==> config.mk <==
export PLATFORM = sky130hd
export DESIGN_NAME = instr_encoder
export DESIGN_NICKNAME = d
export VERILOG_FILES = /design/src/rtl/isa_pkg.sv /design/src/rtl/sync_fifo.sv /design/src/rtl/instr_encoder.sv
export SDC_FILE = /design/constraint.sdc
export NUM_CORES = 1
export LEC_CHECK = 0
export CAP_MARGIN = 10
export CORE_ASPECT_RATIO = 0.9
export CORE_UTILIZATION = 56
export DETAILED_ROUTE_END_ITERATION = 10
export HOLD_SLACK_MARGIN = 0.15
export PLACE_DENSITY_LB_ADDON = 0.2
export SYNTH_ARGS = -nofsm -noshare
export SYNTH_HDL_FRONTEND = slang
export SYNTH_SLANG_ARGS = --single-unit
==> constraint.sdc <==
create_clock -name clk -period 4.47 [get_ports clk]
set_input_delay 0.447 -clock clk [delete_from_list [all_inputs] [get_ports clk]]
set_output_delay 0.447 -clock clk [all_outputs]
set_load 0.01 [all_outputs]
==> src/rtl/isa_pkg.sv <==
// Shared ISA definitions: op encodings, instruction field positions, FSM state type
// and the field-to-word packing function used by the encoder and decoder.
package isa_pkg;

  localparam logic [1:0] OP_DATA    = 2'b00;
  localparam logic [1:0] OP_MEM     = 2'b01;
  localparam logic [1:0] OP_BRANCH  = 2'b10;
  localparam logic [1:0] OP_ILLEGAL = 2'b11;

  localparam int unsigned COND_LSB     = 28;
  localparam int unsigned COND_W       = 4;
  localparam int unsigned OP_LSB       = 26;
  localparam int unsigned OP_W         = 2;
  localparam int unsigned IMM_SEL_BIT  = 25;
  localparam int unsigned CMD_LSB      = 21;
  localparam int unsigned CMD_W        = 4;
  localparam int unsigned SET_FLAG_BIT = 20;
  localparam int unsigned SRC_LSB      = 16;
  localparam int unsigned DEST_LSB     = 12;
  localparam int unsigned REG_W        = 4;
  localparam int unsigned IMM12_LSB    = 0;
  localparam int unsigned IMM12_W      = 12;
  localparam int unsigned LINK_BIT     = 24;
  localparam int unsigned IMM24_LSB    = 0;
  localparam int unsigned IMM24_W      = 24;

  typedef logic [1:0] state_t;
  localparam state_t ST_IDLE  = 2'd0;
  localparam state_t ST_RUN   = 2'd1;
  localparam state_t ST_FLUSH = 2'd2;
  localparam state_t ST_DONE  = 2'd3;

  typedef struct packed {
    logic [3:0]  cond;
    logic [1:0]  op;
    logic        imm_sel;
    logic [3:0]  cmd;
    logic        set_flag;
    logic [3:0]  src_addr;
    logic [3:0]  dest_reg;
    logic [11:0] imm12;
    logic        link;
    logic [23:0] imm24;
  } fields_t;

  // Branch words use the link/imm24 layout; every other op uses the data/memory layout.
  function automatic logic [31:0] pack_word(input fields_t f);
    logic [31:0] w;
    w = '0;
    w[COND_LSB +: COND_W] = f.cond;
    w[OP_LSB +: OP_W]     = f.op;
    if (f.op == OP_BRANCH) begin
      w[LINK_BIT]              = f.link;
      w[IMM24_LSB +: IMM24_W]  = f.imm24;
    end else begin
      w[IMM_SEL_BIT]           = f.imm_sel;
      w[CMD_LSB +: CMD_W]      = f.cmd;
      w[SET_FLAG_BIT]          = f.set_flag;
      w[SRC_LSB +: REG_W]      = f.src_addr;
      w[DEST_LSB +: REG_W]     = f.dest_reg;
      w[IMM12_LSB +: IMM12_W]  = f.imm12;
    end
    return w;
  endfunction

endpackage

==> src/rtl/sync_fifo.sv <==
// Synchronous FIFO with head and head+1 peek ports, occupancy level and full/empty flags.
module sync_fifo #(
  parameter int unsigned WIDTH = 32,
  parameter int unsigned DEPTH = 4
) (
  input  logic                     clk,
  input  logic                     rst_n,
  input  logic                     push,
  input  logic                     pop,
  input  logic [WIDTH-1:0]         wr_data,
  output logic [WIDTH-1:0]         rd_data_c,
  output logic [WIDTH-1:0]         rd_next_c,
  output logic [$clog2(DEPTH):0]   level,
  output logic                     full_c,
  output logic                     empty_c
);

  localparam int unsigned AW = $clog2(DEPTH);
  localparam int unsigned LW = AW + 1;

  logic [WIDTH-1:0] mem [DEPTH];
  logic [AW-1:0]    wr_ptr;
  logic [AW-1:0]    rd_ptr;
  logic             push_ok;
  logic             pop_ok;

  assign full_c    = (level == LW'(DEPTH));
  assign empty_c   = (level == '0);
  assign push_ok   = push && !full_c;
  assign pop_ok    = pop && !empty_c;
  assign rd_data_c = mem[rd_ptr];
  assign rd_next_c = mem[AW'(rd_ptr + 1'b1)];

  always_ff @(posedge clk) begin
    if (push_ok) mem[wr_ptr] <= wr_data;
  end

  always_ff @(posedge clk or negedge rst_n) begin
    if (!rst_n) begin
      wr_ptr <= '0;
      rd_ptr <= '0;
      level  <= '0;
    end else begin
      if (push_ok) wr_ptr <= AW'(wr_ptr + 1'b1);
      if (pop_ok)  rd_ptr <= AW'(rd_ptr + 1'b1);
      case ({push_ok, pop_ok})
        2'b10:   level <= LW'(level + 1'b1);
        2'b01:   level <= LW'(level - 1'b1);
        default: level <= level;
      endcase
    end
  end

endmodule

==> src/rtl/instr_encoder.sv <==
// Packs instruction fields into 32-bit words and streams them to instruction memory.
// Optional INSTR_ENC_CHECKSUM_EN adds a running XOR of every completed write.
module instr_encoder
  import isa_pkg::*;
#(
  parameter int unsigned ADDR_W     = 10,
  parameter int unsigned FIFO_DEPTH = 4,
  parameter int unsigned COUNT_W    = 8
) (
  input  logic               clk,
  input  logic               rst_n,
  input  logic               start,
  input  logic [ADDR_W-1:0]  base_addr,
  input  logic [COUNT_W-1:0] count,
  input  logic               in_valid,
  output logic               in_ready,
  input  logic [3:0]         cond,
  input  logic [1:0]         op,
  input  logic               imm_sel,
  input  logic [3:0]         cmd,
  input  logic               set_flag,
  input  logic [3:0]         src_addr,
  input  logic [3:0]         dest_reg,
  input  logic [11:0]        imm12,
  input  logic               link,
  input  logic [23:0]        imm24,
  output logic               mem_wr_en,
  input  logic               mem_ready,
  output logic [ADDR_W-1:0]  mem_addr,
  output logic [31:0]        mem_wdata,
  output logic               busy,
  output logic               done,
  output logic               err
`ifdef INSTR_ENC_CHECKSUM_EN
  ,
  output logic [31:0]        checksum
`endif
);

  localparam int unsigned LVL_W = $clog2(FIFO_DEPTH) + 1;

  state_t             state_q;
  state_t             state_d;
  logic [COUNT_W-1:0] count_q;
  logic [COUNT_W-1:0] acc_q;
  fields_t            fields_c;
  logic [31:0]        word_c;
  logic               start_ok_c;
  logic               beat_c;
  logic               push_c;
  logic               pop_c;
  logic [31:0]        fifo_head_c;
  logic [31:0]        fifo_next_c;
  logic [LVL_W-1:0]   fifo_level;
  logic [LVL_W-1:0]   lvl_next_c;
  logic               fifo_full_c;
  logic               fifo_empty_c;

  assign fields_c = '{cond: cond, op: op, imm_sel: imm_sel, cmd: cmd, set_flag: set_flag,
                      src_addr: src_addr, dest_reg: dest_reg, imm12: imm12,
                      link: link, imm24: imm24};
  assign word_c     = pack_word(fields_c);
  assign start_ok_c = start && (state_q == ST_IDLE);
  assign in_ready   = (state_q == ST_RUN) && !fifo_full_c && (acc_q < count_q);
  assign beat_c     = in_valid && in_ready;
  assign push_c     = beat_c && (op != OP_ILLEGAL);
  // The head entry stays in the FIFO until memory takes it, so depth bounds accepted beats.
  assign pop_c      = mem_wr_en && mem_ready;
  assign lvl_next_c = LVL_W'(fifo_level + LVL_W'(push_c) - LVL_W'(pop_c));

  sync_fifo #(.WIDTH(32), .DEPTH(FIFO_DEPTH)) u_fifo (
    .clk       (clk),
    .rst_n     (rst_n),
    .push      (push_c),
    .pop       (pop_c),
    .wr_data   (word_c),
    .rd_data_c (fifo_head_c),
    .rd_next_c (fifo_next_c),
    .level     (fifo_level),
    .full_c    (fifo_full_c),
    .empty_c   (fifo_empty_c)
  );

  always_ff @(posedge clk or negedge rst_n) begin
    if (!rst_n) state_q <= ST_IDLE;
    else        state_q <= state_d;
  end

  always_comb begin
    state_d = state_q;
    case (state_q)
      ST_IDLE:  if (start) state_d = (count == '0) ? ST_DONE : ST_RUN;
      ST_RUN:   if (acc_q == count_q) state_d = ST_FLUSH;
      ST_FLUSH: if (fifo_empty_c && !mem_wr_en) state_d = ST_DONE;
      ST_DONE:  state_d = ST_IDLE;
      default:  state_d = ST_IDLE;
    endcase
  end

  // Control registers and the memory write port, which tracks the post-update FIFO head.
  always_ff @(posedge clk or negedge rst_n) begin
    if (!rst_n) begin
      count_q   <= '0;
      acc_q     <= '0;
      err       <= 1'b0;
      busy      <= 1'b0;
      done      <= 1'b0;
      mem_wr_en <= 1'b0;
      mem_addr  <= '0;
      mem_wdata <= '0;
`ifdef INSTR_ENC_CHECKSUM_EN
      checksum  <= '0;
`endif
    end else begin
      busy <= (state_d != ST_IDLE);
      done <= (state_d == ST_DONE);
      if (start_ok_c) begin
        count_q  <= count;
        acc_q    <= '0;
        err      <= 1'b0;
        mem_addr <= base_addr;
`ifdef INSTR_ENC_CHECKSUM_EN
        checksum <= '0;
`endif
      end else begin
        if (beat_c) acc_q <= COUNT_W'(acc_q + 1'b1);
        if (beat_c && (op == OP_ILLEGAL)) err <= 1'b1;
        if (pop_c) begin
          mem_addr <= ADDR_W'(mem_addr + 1'b1);
`ifdef INSTR_ENC_CHECKSUM_EN
          checksum <= checksum ^ mem_wdata;
`endif
        end
      end
      mem_wr_en <= (lvl_next_c != '0);
      if (lvl_next_c != '0) begin
        if (pop_c)             mem_wdata <= (fifo_level >= LVL_W'(2)) ? fifo_next_c : word_c;
        else if (fifo_empty_c) mem_wdata <= word_c;
        else                   mem_wdata <= fifo_head_c;
      end
    end
  end

endmodule

== After elaboration in Yosys (flattened, before gate mapping) ==
Memories as Yosys holds them, arrays and structs flattened.
Index checks and enable logic that the tools add are counted.

* $add $sub $neg: 8
* Magnitude comparators: 2
* Equality and inequality tests: 11
* Muxes and demuxes: 19
* Reduce and logical (&&, ||, !) cells: 22

{| class="wikitable"
|+ Operator list
! operator !! number
|-
| $mux 32 || 3
|-
| $mux 25 || 1
|-
| $mux 10 || 2
|-
| $mux 8 || 2
|-
| $eq 2x2->1 const B || 6
|-
| $add 10x1->10 const B || 1
|-
| $logic_and 1x1->1 || 10
|-
| $reduce_bool 2->1 || 5
|-
| $add 8x1->8 const B || 1
|-
| $eq 8x8->1 || 1
|-
| $logic_not 8->1 || 1
|-
| $lt 8x8->1 || 1
|-
| $mux 2 || 4
|-
| $pmux 2 s4 || 1
|-
| $pmux 3 s2 || 1
|-
| $mux 1 || 5
|-
| $add 2x1->2 const B || 2
|-
| $eq 2x1->1 const B || 2
|-
| $add 3x1->3 || 1
|-
| $add 3x1->3 const B || 1
|-
| $eq 3x3->1 const B || 1
|-
| $ge 3x2->1 const B || 1
|-
| $logic_not 1->1 || 3
|-
| $logic_not 3->1 || 1
|-
| other kinds (5) || 5
|}

* Register bits after elaboration: 71
* Bits in writable memories: 128
* Output and inout port bits: 47
* Word-level logic and storage cells: 75
* Memories kept: 1

{| class="wikitable"
|+ Memory list
! memory !! depth !! bits a word !! read ports !! clocked after Yosys merged registers in !! write ports !! RTL line !! RTL
|-
| u_fifo.mem || 4 || 32 || 2 || 0 || 1 || sync_fifo.sv:21 || <nowiki>logic [WIDTH-1:0] mem [DEPTH];</nowiki>
|}

== Longest topological paths before layout ==
* Word-level depth: 9
* Gate-level depth with buffers: 16

== Cells and area by module ==
From an unflattened synthesis, not the netlist that was laid out.

* Cells, all modules: 728
* Area total of the unflattened synthesis: 9872.0 µm²

{| class="wikitable"
|+ Modules (own cells, without submodules)
! module !! times used !! cells an instance !! area an instance (µm²) !! sequential area each (µm²)
|-
| sync_fifo || 1 || 243 || 5816.8 || 4018.9
|-
| instr_encoder || 1 || 485 || 4055.1 || 1601.5
|}

== Worst setup path before layout ==
OpenSTA, ideal clock, no wires.

* Kind: register -> register
* From: register acc_q[5]
* To: register mem_wdata[14]
* Setup time: 0.124 ns
* Data arrival time: 3.376 ns
* Required time: 4.346 ns
* Path slack: 0.970 ns
* Stages on the path, launching flop included: 15
* Clock period less this slack: 3.500 ns
* Cells stage by stage: dfrtp_1 > ha_1 > and4_1 > a2111oi_4 > and3_2 > nand3_1 > inv_2 > ha_1 > fa_1 > or3_1 > clkbuf_1 > clkbuf_1 > clkbuf_1 > o22ai_1 > nor2_1

* Longest elaborated chain between the ends: 7

{| class="wikitable"
|+ RTL lines
! item !! RTL line !! RTL
|-
| start, declared || instr_encoder.sv:45 || <nowiki>logic [COUNT_W-1:0] acc_q;</nowiki>
|-
| start signal, assigned || instr_encoder.sv:126 || <nowiki>if (beat_c) acc_q <= COUNT_W'(acc_q + 1'b1);</nowiki>
|-
| $lt 8x8->1 || instr_encoder.sv:64 || <nowiki>assign in_ready = (state_q == ST_RUN) && !fifo_full_c && (acc_q < count_q);</nowiki>
|-
| $logic_and 1x1->1 || instr_encoder.sv:64 ||
|-
| $logic_and 1x1->1 || instr_encoder.sv:65 || <nowiki>assign beat_c = in_valid && in_ready;</nowiki>
|-
| $logic_and 1x1->1 || instr_encoder.sv:66 || <nowiki>assign push_c = beat_c && (op != OP_ILLEGAL);</nowiki>
|-
| $add 3x1->3 || instr_encoder.sv:69 || <nowiki>assign lvl_next_c = LVL_W'(fifo_level + LVL_W'(push_c) - LVL_W'(pop_c));</nowiki>
|-
| $sub 3x1->3 || instr_encoder.sv:69 ||
|-
| $reduce_bool 3->1 || instr_encoder.sv:136 || <nowiki>if (lvl_next_c != '0) begin</nowiki>
|-
| end signal, assigned || instr_encoder.sv:137 || <nowiki>if (pop_c) mem_wdata <= (fifo_level >= LVL_W'(2)) ? fifo_next_c : word_c;</nowiki>
|-
| end signal, assigned || instr_encoder.sv:138 || <nowiki>else if (fifo_empty_c) mem_wdata <= word_c;</nowiki>
|-
| end signal, assigned || instr_encoder.sv:139 || <nowiki>else mem_wdata <= fifo_head_c;</nowiki>
|-
| end, declared || instr_encoder.sv:30 || <nowiki>output logic [31:0] mem_wdata,</nowiki>
|}

Every way passes these cells.
A chain may end at the register's enable or synchronous reset.

== Worst setup path after layout ==
* From: register acc_q[6]
* To: register mem_wdata[25]

The elaborated chain is that of the path after synthesis.

==> impl_metrics.json <==
{
  "status": "finished, final reports clean",
  "use_met1": 0.345,
  "ys_async_sr_fraction": 0.357,
  "cp_slowest_cell": "or3_2",
  "cts_resized": 0,
  "grt_max_degree": 72,
  "cts_buffers": 17,
  "gp_congestion": 0.855,
  "coreArea_um2": 17000,
  "drc_errors": 0,
  "ir_worst_vdd_v": 0.000511,
  "die_h_um": 128,
  "grt_pass1_wl_um": 35100,
  "postLayoutCellArea_um2": 11900,
  "clk_latency_ps": 430,
  "crit_type": "register to register",
  "clock_sinks": 199,
  "dp_hpwl_um": 13700,
  "ys.flop_type": "edfxtp_1",
  "cts_tree": "built",
  "tns_ps": 0,
  "max_freq_ghz": 0.243,
  "power_density_nw_per_um2": 678,
  "nFillCells": 1152,
  "use_met3": 0.0452,
  "endpoint_kind": "register",
  "antenna_found_initial": 0,
  "cp_common_cell": "ha_1",
  "gr-usage-met2": 0.437,
  "rsz0062_at_grt": "no",
  "die_area_um2": 18100,
  "rows": 45,
  "clock_path_buffers": 2,
  "synth_warnings": 0,
  "yosys_register_bits": 199,
  "grt_pass1_vias": 6866,
  "top_usage_layer": "met2",
  "yosysTopAreaCell": "edfxtp_1",
  "drv_cap": 0,
  "wl_per_cell_um": 20.2,
  "tightest_slew_ps": 1170,
  "fin_crit_ps": 4110,
  "grt_overflow": 0,
  "area_delta_synth_final_pct": 21.2,
  "worstPathRequired_ps": 4820,
  "p_leak_nw": 4.41,
  "syn_area_per_cell_um2": 13.4,
  "io_pins": 127,
  "syn_inst": 733,
  "hold_viol": 0,
  "yosysSeqAreaShare": 0.571,
  "timing.final.crit_share": 0.920,
  "synth_area_leaders": "edfxtp_1 39%, dfrtp_1 18%, mux4_2 15%",
  "cts_setup_buffers": 0,
  "io_buffers": 126,
  "start_util": 0.579,
  "path_clk_slew_ps": 70,
  "crit_chain": "ha_1 > and4_1 > a2111oi_4 > and3_2 > nand3_1 > inv_2 > ha_1 > fa_1 > or3_2 > nand2_1 > buf_12 > o22ai_1 > nor2_1",
  "drtAntennaViolNets": 0,
  "worstSetupStartpointType": "register",
  "num_vias": 6572,
  "cp.arrival_ps": 4460,
  "firstDrtPassIters": 6,
  "worst_path_largest_cell_delay_ps": 700,
  "antenna_cells": 0,
  "syn_nets": 833,
  "slew_headroom": 0.217,
  "fin_worst_skew_ps": 9.35,
  "path_max_fanout": 24,
  "cts_hold_buf": 0,
  "first_iter_violations": 429,
  "htree_levels": 4,
  "finalSetupViolCount": 0,
  "synth_cell_types": 43,
  "slew_viol_final": 0,
  "drive_gt1_frac": 0.147,
  "drt_wl_total_um": 21900,
  "synth_edf_count": 128,
  "fin_nets": 940,
  "place_area_um2": 11300,
  "viasPerCell": 6.04,
  "fp.dieW_um": 142,
  "multi_input_area_um2": 3890,
  "track_usage": 0.257,
  "worstHoldPathType": "input port to async pin",
  "cts_root_buf": "clkbuf_16",
  "yosysTopAreaCellShare": 0.391,
  "netlist_area_um2": 9840,
  "seq_area_um2": 5630
}
-- metrics by stage --
step | utilization | power (W) | std cells | setup slack (ps) | hold slack, ps
3_3_place_gp | 0.665 | 0.00632 | 1056 | 520 | 471
3_5_place_dp | 0.665 | 0.00651 | 1056 | 370 | 471
2_1_floorplan | - | 0.00530 | 733 | 970 | 151
4_1_cts | 0.701 | 0.00811 | 1088 | 368 | 199
6_report | 0.701 | 0.00809 | 1088 | 358 | 141
5_1_grt | 0.701 | 0.00859 | 1088 | 142 | 229
-- where the power goes --
| part | internal, W | leakage [nW] | switching (W) |
|---|---|---|---|
| clock | 0.000933 | 0.295 | 0.000649 |
| combinational | 0.00175 | 2.11 | 0.00173 |
| sequential | 0.00249 | 2.01 | 0.000532 |
| total | 0.00518 | 4.41 | 0.00291 |
-- cells in the mapped netlist, types with 3 or more instances --
cell      count
a211oi_1     26
a21oi_1       8
a31oi_1       6
and2_1        5
and3_1        6
buf_2        16
clkbuf_1     29
dfrtp_1      71
edfxtp_1    128
ha_1         18
inv_1        42
mux2_2        6
mux2i_1      34
mux4_2       64
nand2_1      63
nand2b_1      3
nand3_1      13
nand4_1       4
nor2_1       61
nor4_1        3
o21ai_0      46
o22ai_1      32
o31ai_1       5
or3_1         3
or4_1         3
xnor2_1       7
xor2_1        9
-- placed cells by master, fill, tap and decap left out, drive strengths merged, types with 2 or more instances in the layout --
master,n
nor4,3
clkdlybuf4s50,125
fa,2
clkinvlp,2
nor2,61
nand2,63
nand2b,4
clkbuf,18
a21oi,8
and2,5
and3,7
nand3,14
clkinv,7
and4,2
a21o,2
a31oi,6
a211oi,26
or3,3
o22ai,32
buf,9
mux4,64
or4,3
dfrtp,71
o31ai,5
xor2,9
inv,45
mux2i,34
nand4,4
nor3,2
xnor2,7
bufinv,4
a41oi,2
o21ai,46
mux2,6
nor2b,2
ha,18
edfxtp,128
-- worst max-delay path: cells and delay by family, from the launching register on --
family / cells / cell delay, ps
and+or+nand+nor: 6 / 1870
adders and majority gates: 3 / 900
AOI/OAI and AO/OA: 2 / 460
DFF: 1 / 410
buffers and inverters: 2 / 380
-- flip-flops by register name (all words and copies together) (netlist names), 2 cells and up --
| register | cells |
|---|---|
| u_fifo.mem | 128 |
| mem_wdata | 32 |
| mem_addr | 10 |
| acc_q | 8 |
| count_q | 8 |
| u_fifo.level | 3 |
| state_q | 2 |
| u_fifo.rd_ptr | 2 |
| u_fifo.wr_ptr | 2 |
-- logic make-up (layout without fill, tap and decap cells) --
family                     after synthesis  after routing  synth area share
adders and majority gates               20             20            0.0270
DFF                                    199            199             0.571
buffers and inverters                   90            210            0.0364
and+or+nand+nor                        175            175            0.0811
AOI/OAI and AO/OA                      129            129            0.0821
xor gates and xnor gates                16             16            0.0142
muxes                                  104            104             0.188
-- path summary, 6_finish.rpt --
kind	startpoint	endpoint	slack (ps)	cells past startpoint
worst min register to register	count_q[0]	count_q[0]	490	2
worst min-delay path	rst_n	mem_wdata[18]	140	1
max in group asynchronous	rst_n	u_fifo.rd_ptr[0]	3560	1
worst max register to register	acc_q[6]	mem_wdata[25]	360	13
min in group clk	count_q[0]	count_q[0]	490	2
worst max-delay path	acc_q[6]	mem_wdata[25]	360	13
-- final cells by class --
| cell class | instances | area share |
|---|---|---|
| clock buffers | 18 | 0.0360 |
| clock inverters | 14 | 0.0152 |
| inverters | 44 | 0.0139 |
| multi-input cells | 444 | 0.327 |
| flip-flops and latches | 199 | 0.472 |
| well taps | 235 | 0.0247 |
| repair buffers | 134 | 0.112 |
-- layer usage --
layer,routed length [µm],vias up
met5,0,-
li1,-,2993
met4,281,0
met1,9340,3310
met3,1280,27
met2,11000,242
Note: power is estimated with default switching activity, not from simulation.
